`src/rtl/tilt_encoder_if.sv`:
```
// Sample handshake bus between the accelerometer front end and tilt_encoder.
// Carries one signed X/Y pair per accepted valid/ready transfer.
interface tilt_encoder_if #(
    parameter int SW = 12
) ();
    logic                 sample_valid;
    logic                 sample_ready;
    logic signed [SW-1:0] x_sample;
    logic signed [SW-1:0] y_sample;

    modport master (
        output sample_valid,
        output x_sample,
        output y_sample,
        input  sample_ready
    );

    modport slave (
        input  sample_valid,
        input  x_sample,
        input  y_sample,
        output sample_ready
    );
endinterface

```
`src/rtl/tilt_encoder.sv`:
```
// Tilt encoder: block-averages X/Y samples, scales, clamps and drives
// the ball mover's direction flags and offset-binary tilt magnitudes.
module tilt_encoder #(
    parameter int SAMPLE_WIDTH       = 12,
    parameter int AVG_LOG2           = 2,
    parameter int SCALE_SHIFT        = 3,
    parameter int DEADZONE           = 8,
    parameter int STALE_CYCLES       = 10000000,
    parameter bit SIMULATE           = 1'b0,
    parameter int SIMULATE_STALE_CNT = 20
) (
    input  logic                 clk,
    input  logic                 reset,
    tilt_encoder_if.slave        bus,
    output logic                 x_increment,
    output logic                 x_decrement,
    output logic                 y_increment,
    output logic                 y_decrement,
    output logic [7:0]           x_threshold,
    output logic [7:0]           y_threshold,
    output logic                 update_strobe,
    output logic                 stale
);

    localparam int AW = SAMPLE_WIDTH + AVG_LOG2;
    localparam int TIMEOUT = SIMULATE ? SIMULATE_STALE_CNT
                                      : STALE_CYCLES;
    localparam int TW = (TIMEOUT > 1) ? $clog2(TIMEOUT) : 1;

    localparam logic [TW-1:0] T_LAST = TW'(TIMEOUT - 1);
    localparam logic [AVG_LOG2-1:0] CNT_LAST = '1;
    localparam logic signed [AW-1:0] C_MAX = AW'(127);
    localparam logic signed [AW-1:0] C_MIN = AW'(-128);
    localparam logic signed [7:0] DZ_POS = 8'(DEADZONE);
    localparam logic signed [7:0] DZ_NEG = 8'(-DEADZONE);
    localparam logic [7:0] LEVEL = 8'd128;

    typedef enum logic [1:0] {
        ACCUM   = 2'd0,
        COMPUTE = 2'd1,
        UPDATE  = 2'd2
    } state_t;

    state_t state_q, state_d;

    logic signed [AW-1:0] x_acc_q, x_acc_d;
    logic signed [AW-1:0] y_acc_q, y_acc_d;
    logic [AVG_LOG2-1:0]  cnt_q, cnt_d;
    logic [TW-1:0]        timer_q, timer_d;
    logic signed [7:0]    x_clamp_q, x_clamp_d;
    logic signed [7:0]    y_clamp_q, y_clamp_d;
    logic [7:0]           x_thr_q, x_thr_d;
    logic [7:0]           y_thr_q, y_thr_d;
    logic                 x_inc_q, x_inc_d;
    logic                 x_dec_q, x_dec_d;
    logic                 y_inc_q, y_inc_d;
    logic                 y_dec_q, y_dec_d;
    logic                 strobe_q, strobe_d;
    logic                 stale_q, stale_d;

    logic                 ready;
    logic                 accept;
    logic signed [AW-1:0] x_ext, y_ext;
    logic signed [AW-1:0] x_avg, y_avg;
    logic signed [AW-1:0] x_scaled, y_scaled;

    // Saturate a scaled average into the signed 8-bit tilt range.
    function automatic logic signed [7:0] clamp8(
        input logic signed [AW-1:0] v
    );
        logic signed [7:0] r;
        if (v > C_MAX) begin
            r = 8'sd127;
        end else if (v < C_MIN) begin
            r = -8'sd128;
        end else begin
            r = v[7:0];
        end
        return r;
    endfunction

    assign ready  = (state_q == ACCUM);
    assign accept = bus.sample_valid && ready;
    assign bus.sample_ready = ready;

    assign x_ext = AW'(bus.x_sample);
    assign y_ext = AW'(bus.y_sample);

    assign x_avg    = x_acc_q >>> AVG_LOG2;
    assign y_avg    = y_acc_q >>> AVG_LOG2;
    assign x_scaled = x_avg >>> SCALE_SHIFT;
    assign y_scaled = y_avg >>> SCALE_SHIFT;

    // Next-state logic: FSM sequencing, accumulation and stale override.
    always_comb begin
        state_d   = state_q;
        x_acc_d   = x_acc_q;
        y_acc_d   = y_acc_q;
        cnt_d     = cnt_q;
        timer_d   = timer_q + 1'b1;
        x_clamp_d = x_clamp_q;
        y_clamp_d = y_clamp_q;
        x_thr_d   = x_thr_q;
        y_thr_d   = y_thr_q;
        x_inc_d   = x_inc_q;
        x_dec_d   = x_dec_q;
        y_inc_d   = y_inc_q;
        y_dec_d   = y_dec_q;
        strobe_d  = 1'b0;
        stale_d   = stale_q;

        unique case (state_q)
            ACCUM: begin
                if (accept) begin
                    x_acc_d = x_acc_q + x_ext;
                    y_acc_d = y_acc_q + y_ext;
                    cnt_d   = cnt_q + 1'b1;
                    if (cnt_q == CNT_LAST) begin
                        state_d = COMPUTE;
                    end
                end
            end
            COMPUTE: begin
                x_clamp_d = clamp8(x_scaled);
                y_clamp_d = clamp8(y_scaled);
                x_acc_d   = '0;
                y_acc_d   = '0;
                cnt_d     = '0;
                state_d   = UPDATE;
            end
            UPDATE: begin
                x_thr_d  = {~x_clamp_q[7], x_clamp_q[6:0]};
                y_thr_d  = {~y_clamp_q[7], y_clamp_q[6:0]};
                x_inc_d  = (x_clamp_q > DZ_POS);
                x_dec_d  = (x_clamp_q < DZ_NEG);
                y_inc_d  = (y_clamp_q > DZ_POS);
                y_dec_d  = (y_clamp_q < DZ_NEG);
                strobe_d = 1'b1;
                stale_d  = 1'b0;
                state_d  = ACCUM;
            end
            default: begin
                state_d = ACCUM;
            end
        endcase

        // An accepted sample always beats a simultaneous timeout.
        if (accept) begin
            timer_d = '0;
        end else if (timer_q == T_LAST) begin
            timer_d  = '0;
            x_acc_d  = '0;
            y_acc_d  = '0;
            cnt_d    = '0;
            x_thr_d  = LEVEL;
            y_thr_d  = LEVEL;
            x_inc_d  = 1'b0;
            x_dec_d  = 1'b0;
            y_inc_d  = 1'b0;
            y_dec_d  = 1'b0;
            strobe_d = 1'b0;
            stale_d  = 1'b1;
            state_d  = ACCUM;
        end
    end

    // State and output registers; reset restores neutral, stale outputs.
    always_ff @(posedge clk or negedge reset) begin
        if (!reset) begin
            state_q   <= ACCUM;
            x_acc_q   <= '0;
            y_acc_q   <= '0;
            cnt_q     <= '0;
            timer_q   <= '0;
            x_clamp_q <= '0;
            y_clamp_q <= '0;
            x_thr_q   <= LEVEL;
            y_thr_q   <= LEVEL;
            x_inc_q   <= 1'b0;
            x_dec_q   <= 1'b0;
            y_inc_q   <= 1'b0;
            y_dec_q   <= 1'b0;
            strobe_q  <= 1'b0;
            stale_q   <= 1'b1;
        end else begin
            state_q   <= state_d;
            x_acc_q   <= x_acc_d;
            y_acc_q   <= y_acc_d;
            cnt_q     <= cnt_d;
            timer_q   <= timer_d;
            x_clamp_q <= x_clamp_d;
            y_clamp_q <= y_clamp_d;
            x_thr_q   <= x_thr_d;
            y_thr_q   <= y_thr_d;
            x_inc_q   <= x_inc_d;
            x_dec_q   <= x_dec_d;
            y_inc_q   <= y_inc_d;
            y_dec_q   <= y_dec_d;
            strobe_q  <= strobe_d;
            stale_q   <= stale_d;
        end
    end

    assign x_increment   = x_inc_q;
    assign x_decrement   = x_dec_q;
    assign y_increment   = y_inc_q;
    assign y_decrement   = y_dec_q;
    assign x_threshold   = x_thr_q;
    assign y_threshold   = y_thr_q;
    assign update_strobe = strobe_q;
    assign stale         = stale_q;

endmodule

```
`src/flat_wrapper.sv`:
```
// flat-port wrapper written by rule: the top's interface ports become plain ports
module tilt_encoder_flat 
#(
    parameter int SAMPLE_WIDTH       = 12,
    parameter int AVG_LOG2           = 2,
    parameter int SCALE_SHIFT        = 3,
    parameter int DEADZONE           = 8,
    parameter int STALE_CYCLES       = 10000000,
    parameter bit SIMULATE           = 1'b0,
    parameter int SIMULATE_STALE_CNT = 20
)
  (clk, reset, x_increment, x_decrement, y_increment, y_decrement, x_threshold, y_threshold, update_strobe, stale, bus_sample_valid, bus_x_sample, bus_y_sample, bus_sample_ready);
  tilt_encoder_if #(.SW(12)) bus_i ();
  input  logic clk;
  input  logic reset;
  output logic x_increment;
  output logic x_decrement;
  output logic y_increment;
  output logic y_decrement;
  output logic [7:0] x_threshold;
  output logic [7:0] y_threshold;
  output logic update_strobe;
  output logic stale;
  input wire logic [$bits(bus_i.sample_valid)-1:0] bus_sample_valid;
  input wire logic [$bits(bus_i.x_sample)-1:0] bus_x_sample;
  input wire logic [$bits(bus_i.y_sample)-1:0] bus_y_sample;
  output wire logic [$bits(bus_i.sample_ready)-1:0] bus_sample_ready;
  assign bus_i.sample_valid = bus_sample_valid;
  assign bus_i.x_sample = bus_x_sample;
  assign bus_i.y_sample = bus_y_sample;
  assign bus_sample_ready = bus_i.sample_ready;
  tilt_encoder #(.SAMPLE_WIDTH(SAMPLE_WIDTH), .AVG_LOG2(AVG_LOG2), .SCALE_SHIFT(SCALE_SHIFT), .DEADZONE(DEADZONE), .STALE_CYCLES(STALE_CYCLES), .SIMULATE(SIMULATE), .SIMULATE_STALE_CNT(SIMULATE_STALE_CNT)) u_core (.clk(clk), .reset(reset), .bus(bus_i), .x_increment(x_increment), .x_decrement(x_decrement), .y_increment(y_increment), .y_decrement(y_decrement), .x_threshold(x_threshold), .y_threshold(y_threshold), .update_strobe(update_strobe), .stale(stale));
endmodule
```
`config.mk`:
```
export PLATFORM = sky130hd
export DESIGN_NAME = tilt_encoder_flat
export DESIGN_NICKNAME = d
export VERILOG_FILES = /design/src/rtl/tilt_encoder_if.sv /design/src/rtl/tilt_encoder.sv /design/src/flat_wrapper.sv
export SDC_FILE = /design/constraint.sdc
export NUM_CORES = 1
export LEC_CHECK = 0
export ABC_CLOCK_PERIOD_IN_PS = 1960
export CELL_PAD_IN_SITES_DETAIL_PLACEMENT = 0
export CELL_PAD_IN_SITES_GLOBAL_PLACEMENT = 1
export CORE_MARGIN = 2
export CORE_UTILIZATION = 40
export DETAILED_ROUTE_END_ITERATION = 8
export PLACE_DENSITY_LB_ADDON = 0.1
export SYNTH_ARGS = -nofsm -noshare
export SYNTH_HDL_FRONTEND = slang
export SYNTH_SLANG_ARGS = --single-unit
```
`constraint.sdc`:
```
create_clock -name clk -period 1.96 [get_ports clk]
set_input_delay 0.49 -clock clk [delete_from_list [all_inputs] [get_ports clk]]
set_output_delay 0.49 -clock clk [all_outputs]
set_load 0.03 [all_outputs]
```
==> results of run 1 <==
-- how the worst max path moves through the flow --
| stage | end | startpoint | slack [ps] | cells after the start |
|---|---|---|---|---|
| 2_1_floorplan | u_core.x_acc_q[13] | bus_x_sample[1] | -60 | 7 |
| 3_3_place_gp | u_core.x_acc_q[13] | bus_x_sample[3] | -620 | 8 |
| 3_5_place_dp | u_core.x_acc_q[13] | bus_x_sample[3] | -690 | 8 |
| 4_1_cts | u_core.timer_q[23] | u_core.timer_q[18] | -140 | 7 |
| 5_1_grt | u_core.timer_q[13] | u_core.timer_q[18] | -240 | 7 |
| 6_report | u_core.timer_q[15] | u_core.timer_q[18] | -150 | 7 |
-- layout make-up --
cell class                 instances  area [µm²]
clock inverter                     2        17.5
inverter                           5        18.8
fill                            1142        5500
clock buffer                      14         274
sequential                        94        2360
timing repair buffer             146        1290
tap                              172         215
multi-input combinational        457        3100
-- cell families (layout without fill, tap and decap cells) --
group / count (synthesis) / count (layout) / synth area share
flip-flops: 94 / 94 / 0.446
adder cells (fa/ha/maj): 30 / 30 / 0.0740
AND/OR/NAND/NOR: 221 / 221 / 0.191
multiplexers: 5 / 5 / 0.00996
XOR/XNOR: 42 / 42 / 0.0697
AO/OA/AOI/OAI: 156 / 159 / 0.182
buffers and inverters: 34 / 167 / 0.0273
-- registers in the layout (all words and copies together) (netlist names), 2 cells and up --
signal / flops
u_core.x_clamp_q: 8
u_core.y_threshold: 8
u_core.cnt_q: 2
u_core.state_q: 2
u_core.x_threshold: 8
u_core.y_clamp_q: 8
u_core.x_acc_q: 14
u_core.timer_q: 24
u_core.y_acc_q: 14
-- Yosys cell counts (4+ instances only) --
cell type / instances
a211oi_1: 6
a21o_1: 18
a21oi_1: 31
a22o_1: 5
a31oi_1: 8
and3_1: 11
and4_1: 5
buf_2: 4
clkbuf_1: 22
dfrtp_1: 91
ha_1: 28
inv_1: 5
nand2_1: 111
nand3_1: 14
nand4_1: 12
nor2_1: 42
nor3_1: 11
o21ai_0: 59
o21bai_1: 5
xnor2_1: 20
xor2_1: 22
-- critical path, stage by stage (launching register included) --
cell,delay [ps]
dfrtp_1,380
or4_4,550
nor4_4,380
nand3_4,180
buf_6,190
nand2_4,100
clkbuf_16,160
nor2_1,50
-- routing by layer --
| metal | up-vias | global-route usage |
|---|---|---|
| met5 | - | 0 |
| met4 | 0 | 0.0729 |
| met3 | 12 | 0.0263 |
| met2 | 90 | 0.301 |
| met1 | 2222 | 0.283 |
| li1 | 2330 | - |
-- where the power goes --
group	total [µW]	internal, µW	leakage, µW	switching [µW]
combinational	5560	2760	0.00199	2800
sequential	3300	2620	0.00121	676
clock	1710	970	0.000143	737
total	10600	6360	0.00334	4210
-- what timing repair did --
action / CTS / global route
setup endpoints to repair: 76 / 74
resized for setup: 50 / 22
gates cloned: 4 / 1
pin swaps: 27 / 30
buffers inserted: 11 / 0
-- through the flow --
stage	utilization	area, µm²
CTS	0.562	7170
floorplan	-	5400
global placement	0.521	6660
finish	0.569	7270
detailed placement	0.521	6660
global route	0.569	7270
==> qor.yml, run 1 <==
worst_r2r_path_depth: 7
via_per_inst: 5.23
fmax_mhz: 475
synth_enable_flop_cells: 0
synthesis.nets: 639
seq_area_frac_synth: 0.446
synth_seq_cells: 94
ir_worst_vdd_v: 0.000741
highest_layer: "met4"
wl_met2_mm: 6.04
violations: "negative setup slack"
async_flop_share: 1.00
yosysTopAreaCell: "dfrtp_1"
routed_wl_mm: 13.3
grt_setup_unrepaired: "yes"
startpoint_type: "register"
timing.rr.end: "u_core.timer_q[15]"
avgSynthCellArea_um2: 9.07
cts_tree: "built"
io_pins: 50
rrSetupSlack_ps: -150
dieArea_um2: 14100
drive_gt1_frac: 0.241
path_class: "reg2reg"
cts_sinks: 94
synth_warnings: 0
ctsRootBufferMaster: "clkbuf_16"
clkTransAtPathRegs_ps: 70
finalSetupTns_ps: -6510
cts_buffers: 9
ant_nets: 0
vias: 4654
reg2reg_from: "u_core.timer_q[18]"
grt_pass1_vias: 4607
wl_met3_um: 380
dp_cells: 860
setup_violations: 71
dr.pass1.iters: 5
antenna_found_initial: 0
core_area_um2: 12800
crit_arrival_ps: 2340
area_growth_syn_to_layout_pct: 37.8
num_antenna_cells: 0
mostFrequentLayoutCell: "nand2_1"
dp.final_hpwl_mm: 9.16
nets: 770
synth_cell_types: 49
clockBufferDepth: 2
post-place-ws_ps: -690
fin_skew_ps: 8.75
synth.cell_area_um2: 5280
synth_top_flop_cell: "dfrtp_1"
die_h_um: 119
slew_headroom: 0.595
ctsHoldBuffers: 0
maxCapViolCount: 0
globalRouteTotalUtil: 0.196
hold_path.class: "in2async"
layout_setup_ws_ps: -146
htreeDepth: 3
finalNonFillerCells: 890
final_hold_viol_count: 0
hold-worst-slack_ps: 73.1
drc: 0
powerDensity_nw_per_um2: 1450
required_ps: 2200
initial_core_util: 0.413
crit_path_end_kind: "register"
final_cell_mix: "nand2_1 (103), buf_4 (90), dfrtp_1 (90)"
drt-met1-wl_mm: 6.68
synth_top_area_share: 0.431
period_minus_slack_ps: 2110
grt_max_degree: 49
fp.dieW_um: 119
netlist_instances: 582
worst_skew_pair.late_latency_ps: 350
finalCritPeriodShare: 1.07
grt_overflow_total: 0
slew_viol_final: 0
fp-row-count: 41
wire_per_inst_um: 14.9
grt_pass1_wl_mm: 22.4
leakagePower_uw: 0.00334
status: "complete, but fails checks"
finalPower_uw: 10600
worst_slew_pin_slew_ps: 606
worst-path-max-fanout: 11
synthTopCellsByArea: "dfrtp_1 (43%), nand2_1 (7.9%), ha_1 (6.6%)"
numPortBuffers: 49
drtIter0Drc: 301
gp_routability_congestion: 0.869
No activity file was read; power rests on OpenSTA's default activity.
==> run 2, diff against run 1 <==
Settings changed: ABC_CLOCK_PERIOD_IN_PS 1960 to 1800.
Clock period 1.96 ns to 1.8 ns, I/O delays scaled along.
==> run 2 against run 1 <==
The run still ends with negative setup slack left; critical path depth fell by 1; die area unchanged; largest power group unchanged; highest routed layer unchanged; cell area up 0.72%; setup slack got worse by 130 ps; critical path type unchanged; register-to-register slack lost 130 ps.
==> qor.yml, run 2 (same netlist as run 1, synthesis figures left out) <==
fmax_mhz: 482  # was 475 MHz
worst_r2r_path_depth: 6  # was 7
crit_end: "u_core.cnt_q[1]"  # was u_core.timer_q[15]
largest_reg_flops: 24  # unchanged
slew_viol_final: 0  # unchanged
grt_setup_unrepaired: "yes"  # unchanged
clkTransAtPathRegs_ps: 70  # about the same
gp_routability_congestion: 0.849  # was 0.869
powerDensity_nw_per_um2: 1580  # was 1450 nW/µm²
cts_buffers: 9  # unchanged
initial_core_util: 0.413  # unchanged
post-place-ws_ps: -795  # was -690 ps
final_cell_mix: "nand2_1 (111), buf_4 (100), dfrtp_1 (90)"  # was nand2_1 (103), buf_4 (90), dfrtp_1 (90)
vias: 4634  # was 4654
worst-path-stages: 6  # was 7
antenna_found_initial: 0  # unchanged
worst_slew_pin_slew_ps: 501  # was 606 ps
period_minus_slack_ps: 2070  # was 2110 ps
timing.rr.end: "u_core.cnt_q[1]"  # was u_core.timer_q[15]
startpoint_type: "register"  # unchanged
final_hold_viol_count: 0  # unchanged
top_register: "u_core.timer_q"  # unchanged
worst-path-buf-inv: 1  # was 2
finalPower_uw: 11600  # was 10600 µW
area_growth_syn_to_layout_pct: 38.8  # was 37.8%
worst_skew_pair.late_latency_ps: 360  # was 350 ps
grt_pass1_wl_mm: 22.6  # was 22.4 mm
drive_gt1_frac: 0.244  # was 0.241
path_class: "reg2reg"  # unchanged
cts_sinks: 94  # unchanged
drtIter0Drc: 257  # was 301
io_pins: 50  # unchanged
grt_pass1_vias: 4482  # was 4607
dieArea_um2: 14100  # unchanged
reg.largest.list: "u_core.timer_q (24), u_core.x_acc_q (14), u_core.y_acc_q (14)"  # unchanged
cp-startpoint: "u_core.timer_q[17]"  # was u_core.timer_q[18]
slowest_stage: "or4_4"  # unchanged
maxCapViolCount: 0  # unchanged
dr.pass1.iters: 4  # was 5
status: "complete, but fails checks"  # unchanged
grt_max_degree: 38  # was 49
ctsRootBufferMaster: "clkbuf_16"  # unchanged
grt_overflow_total: 0  # unchanged
numPortBuffers: 49  # unchanged
fill_cells: 1172  # was 1142
fp.dieW_um: 119  # unchanged
fp-row-count: 41  # unchanged
cp_cell_sequence: "or4_4 > nor4_4 > nand3_4 > buf_8 > a32oi_2 > o21ai_1"  # was or4_4 > nor4_4 > nand3_4 > buf_6 > nand2_4 > clkbuf_16 > nor2_1
layout_setup_ws_ps: -275  # was -146 ps
wire_per_inst_um: 14.8  # was 14.9 µm
fin_skew_ps: 8.78  # was 8.75 ps
nets: 777  # was 770
setup_violations: 76  # was 71
die_h_um: 119  # unchanged
crit_arrival_ps: 2300  # was 2340 ps
reg2reg_from: "u_core.timer_q[17]"  # was u_core.timer_q[18]
leakagePower_uw: 0.00340  # was 0.00334 µW
finalCritPeriodShare: 1.15  # was 1.07
mostFrequentLayoutCell: "nand2_1"  # unchanged
routed_wl_mm: 13.3  # about the same
drc: 0  # unchanged
cp_slowest_stage_delay_ps: 550  # about the same
cts_tree: "built"  # unchanged
via_per_inst: 5.17  # was 5.23
required_ps: 2030  # was 2200 ps
path_delay_family: "simple AND/OR/NAND/NOR gates"  # unchanged
htreeDepth: 3  # unchanged
hold_path.class: "reg2reg"  # was in2async
num_antenna_cells: 0  # unchanged
slew_headroom: 0.666  # was 0.595
ir_worst_vdd_v: 0.000712  # was 0.000741 V
rrSetupSlack_ps: -270  # was -150 ps
worst-path-max-fanout: 8  # was 11
globalRouteTotalUtil: 0.199  # was 0.196
dp.final_hpwl_mm: 9.41  # was 9.16 mm
ant_nets: 0  # unchanged
crit_path_end_kind: "register"  # unchanged
core_area_um2: 12800  # unchanged
violations: "negative setup slack"  # unchanged
clockBufferDepth: 2  # unchanged
[run 2: worst min-delay path by stage]
stage / startpoint / to / depth (start not counted)
after detailed placement: reset / u_core.timer_q[17] / 1
after global placement: reset / u_core.timer_q[18] / 1
after CTS: u_core.y_acc_q[3] / u_core.y_acc_q[3] / 2
after global routing: u_core.stale / u_core.stale / 1
after floorplan: reset / u_core.cnt_q[0] / 0
final: u_core.stale / u_core.stale / 1
[run 2: final cells by class]
cell class | instances | area, µm² | area share
Clock buffer | 12 | 256 | 0.0350
Clock inverter | 4 | 55.1 | 0.00751
Inverter | 5 | 18.8 | 0.00256
Multi-Input combinational cell | 456 | 3120 | 0.426
Sequential cell | 94 | 2360 | 0.322
Tap cell | 172 | 215 | 0.0294
Timing Repair Buffer | 154 | 1300 | 0.178
[run 2: layer usage]
| metal | global-route usage | vias up | part of all wire |
|---|---|---|---|
| met5 | 0 | - | 0 |
| met4 | 0.0699 | 0 | 0.015 |
| met3 | 0.0249 | 15 | 0.033 |
| met2 | 0.311 | 75 | 0.45 |
| met1 | 0.283 | 2202 | 0.50 |
| li1 | - | 2342 | - |
[run 2: timing repair]
action / 4_1_cts / 5_1_grt
setup endpoints to repair: 96 / 76
pin swaps: 30 / 12
gates cloned: 2 / 0
buffers inserted: 8 / 2
hold buffers: 1 / 0
endpoints found under the hold margin: 17 / 0
gates resized for setup: 52 / 16
[run 2: power breakdown]
group / internal (µW) / switching [µW] / total (µW)
Clock: 1160 / 859 / 2020
Combinational: 2930 / 3100 / 6030
Sequential: 2860 / 652 / 3510
[run 2: metrics by stage]
stage	utilization	hold WS (ps)	setup TNS, ps	cells	instance area (µm²)
6_report	0.574	507	-16850	897	7330
3_5_place_dp	0.531	361	-22490	871	6780
5_1_grt	0.574	521	-22600	897	7330
2_1_floorplan	-	154	-4570	582	5460
3_3_place_gp	0.531	354	-21210	871	6780
4_1_cts	0.568	508	-15180	898	7260
==> run 3, diff against run 2 <==
--- a/config.mk
+++ b/config.mk
@@ -9,6 +9,6 @@
 export CELL_PAD_IN_SITES_DETAIL_PLACEMENT = 0
 export CELL_PAD_IN_SITES_GLOBAL_PLACEMENT = 1
-export CORE_MARGIN = 2
 export CORE_UTILIZATION = 40
+export CTS_BUF_LIST = sky130_fd_sc_hd__clkbuf_16
 export DETAILED_ROUTE_END_ITERATION = 8
 export PLACE_DENSITY_LB_ADDON = 0.1
==> constraint.sdc (replaced) <==
create_clock -name clk -period 1.8 [get_ports clk]
set_input_delay 0.18 -clock clk [delete_from_list [all_inputs] [get_ports clk]]
set_output_delay 0.18 -clock clk [all_outputs]
set_load 0.03 [all_outputs]
==> run 3 against run 2 <==
The run still ends with negative setup slack left; die area fell by 3.3%; fmax fell by 0.23%; routed wire length fell by 0.68%; hold slack got worse by 98 ps; final cell count fell by 0.11%; critical path depth rose by 1; combinational power rose by 3%; global-route usage rose by 0.36 points; register-to-register slack barely moved; core utilization rose by 0.60 points; sequential power fell by 2%; setup slack got worse by 4.7 ps.
==> qor.yml, run 3 (same netlist as run 1, synthesis figures left out) <==
crit_arrival_ps: 2310  # was 2300 ps
gp_routability_congestion: 0.855  # was 0.849
hold_path.class: "in2async"  # was reg2reg
worst-path-max-fanout: 6  # was 8
grt_pass1_wl_mm: 21.2  # was 22.6 mm
finalSetupTns_ps: -16300  # was -16850 ps
leakagePower_uw: 0.00332  # was 0.00340 µW
ctsRootBufferMaster: "clkbuf_16"  # unchanged
via_per_inst: 5.11  # was 5.17
grt_overflow_total: 0  # unchanged
finalCritPeriodShare: 1.16  # was 1.15
dp.final_hpwl_mm: 9.03  # was 9.41 mm
slew_headroom: 0.574  # was 0.666
io_pins: 50  # unchanged
fp-row-count: 41  # unchanged
powerDensity_nw_per_um2: 1570  # was 1580 nW/µm²
initial_core_util: 0.415  # was 0.413
core_area_um2: 12700  # was 12800 µm²
grt_max_degree: 95  # was 38
worst_slew_pin_slew_ps: 639  # was 501 ps
slew_viol_final: 0  # unchanged
cts_tree: "built"  # unchanged
share_seq_of_total_power: 0.298  # was 0.304
ant_nets: 0  # unchanged
cp_cell_sequence: "or4_4 > nor4_4 > nand3_4 > buf_6 > nand2_8 > clkbuf_16 > nor2_2"  # was or4_4 > nor4_4 > nand3_4 > buf_8 > a32oi_2 > o21ai_1
numPortBuffers: 49  # unchanged
cp_slowest_stage_delay_ps: 540  # was 550 ps
num_antenna_cells: 0  # unchanged
rrSetupSlack_ps: -280  # was -270 ps
path_delay_family: "simple AND/OR/NAND/NOR gates"  # unchanged
worst_r2r_path_depth: 7  # was 6
drtIter0Drc: 216  # was 257
fmax_mhz: 481  # was 482 MHz
dieArea_um2: 13700  # was 14100 µm²
path_class: "reg2reg"  # unchanged
routed_wl_mm: 13.2  # was 13.3 mm
area_growth_syn_to_layout_pct: 39.7  # was 38.8%
layout_setup_ws_ps: -280  # was -275 ps
period_minus_slack_ps: 2080  # was 2070 ps
fin_skew_ps: 6.74  # was 8.78 ps
dr.pass1.iters: 4  # unchanged
slowest_stage: "or4_4"  # unchanged
timing.rr.end: "u_core.timer_q[4]"  # was u_core.cnt_q[1]
grt_pass1_vias: 4371  # was 4482
cts_buffers: 9  # unchanged
finalNonFillerCells: 896  # was 897
maxCapViolCount: 0  # unchanged
htreeDepth: 3  # unchanged
power.internal_uw: 6970  # was 6950 µW
drive_gt1_frac: 0.250  # was 0.244
crit_path_end_kind: "register"  # unchanged
combPwrFrac: 0.536  # was 0.522
final_cell_mix: "nand2_1 (110), buf_4 (95), dfrtp_1 (91)"  # was nand2_1 (111), buf_4 (100), dfrtp_1 (90)
violations: "negative setup slack"  # unchanged
fp.dieW_um: 117  # was 119 µm
clkTransAtPathRegs_ps: 70  # about the same
drc: 0  # unchanged
wire_per_inst_um: 14.7  # was 14.8 µm
globalRouteTotalUtil: 0.202  # was 0.199
worst-path-buf-inv: 2  # was 1
final_hold_viol_count: 0  # unchanged
status: "complete, but fails checks"  # unchanged
vias: 4575  # was 4634
reg2reg_from: "u_core.timer_q[18]"  # was u_core.timer_q[17]
hold-worst-slack_ps: 409  # was 507 ps
die_h_um: 117  # was 119 µm
p_sw_frac: 0.396  # was 0.399
dp_cells: 869  # was 871
nets: 777  # unchanged
antenna_found_initial: 0  # unchanged
required_ps: 2030  # about the same
grt_setup_unrepaired: "yes"  # unchanged
fill_cells: 1174  # was 1172
mostFrequentLayoutCell: "nand2_1"  # unchanged
worst_skew_pair.late_latency_ps: 350  # was 360 ps
cp-startpoint: "u_core.timer_q[18]"  # was u_core.timer_q[17]
ir_worst_vdd_v: 0.000746  # was 0.000712 V
p_switching_uw: 4570  # was 4610 µW
startpoint_type: "register"  # unchanged
pwr-share-clk: 0.166  # was 0.175
cts_sinks: 94  # unchanged
clockBufferDepth: 2  # unchanged
reg.largest.list: "u_core.timer_q (24), u_core.x_acc_q (14), u_core.y_acc_q (14)"  # unchanged
largest_reg_flops: 24  # unchanged
top_register: "u_core.timer_q"  # unchanged
setup_violations: 75  # was 76
-- run 3: cell count changes in the layout (fill, tap and decap cells not counted), sizes merged --
cell | before | now
clkinv | 1 | 3
clkbuf | 12 | 11
buf | 106 | 103
clkdlybuf4s50 | 18 | 47
dlygate4sd2 | 29 | 1
-- run 3: worst max-delay path by stage --
stage	to	slack, ps	depth (start not counted)
2_1_floorplan	u_core.x_acc_q[13]	-130	7
3_3_place_gp	u_core.x_acc_q[13]	-510	8
3_5_place_dp	u_core.x_acc_q[13]	-540	8
4_1_cts	u_core.x_acc_q[12]	-280	6
5_1_grt	u_core.x_acc_q[13]	-370	6
6_report	u_core.timer_q[4]	-280	7
-- run 3: power by group through the flow --
stage               clock network (µW)  registers (µW)  logic (µW)
floorplan                            0            3760        3170
global route                      2040            3550        6840
finish                            1910            3440        6190
detailed placement                   0            3470        5730
CTS                               1950            3440        5950
global placement                     0            3440        5600
-- run 3: stage by stage --
step                 util  worst slack [ps]  power (µW)  cell area, µm²
floorplan               -              -127        6920            5360
global placement    0.525              -507        9040            6680
detailed placement  0.525              -538        9200            6680
CTS                 0.561              -280       11300            7140
global route        0.580              -370       12400            7370
finish              0.580              -280       11500            7370
-- run 3: worst register-to-register path, cell delays in order (launching register included) --
cell	delay, ps
dfrtp_1	380
or4_4	540
nor4_4	360
nand3_4	190
buf_6	190
nand2_8	90
clkbuf_16	170
nor2_2	40
-- run 3: what timing repair did --
item / in CTS / in global routing
gates cloned: 2 / 3
pin swaps: 21 / 22
endpoints found under the hold margin: 91 / 0
endpoints found under the setup margin: 75 / 76
setup buffers: 6 / 1
hold buffers: 1 / 0
resized for setup: 27 / 42
-- run 3: routing by layer --
metal	GRT usage	routed length, µm	vias to the layer above
met5	0	0	-
met3	0.0257	373	9
li1	-	-	2342
met1	0.280	6540	2164
met4	0.0751	172	0
met2	0.324	6100	60
-- run 3: area by class of cell --
type / instances / area, µm² / share of cell area
clock buffer: 9 / 225 / 0.0305
clock inverter: 6 / 62.6 / 0.00848
inverter: 5 / 18.8 / 0.00255
multi-input combinational: 456 / 3120 / 0.423
sequential: 94 / 2360 / 0.320
tap: 172 / 215 / 0.0292
timing repair buffer: 154 / 1380 / 0.187
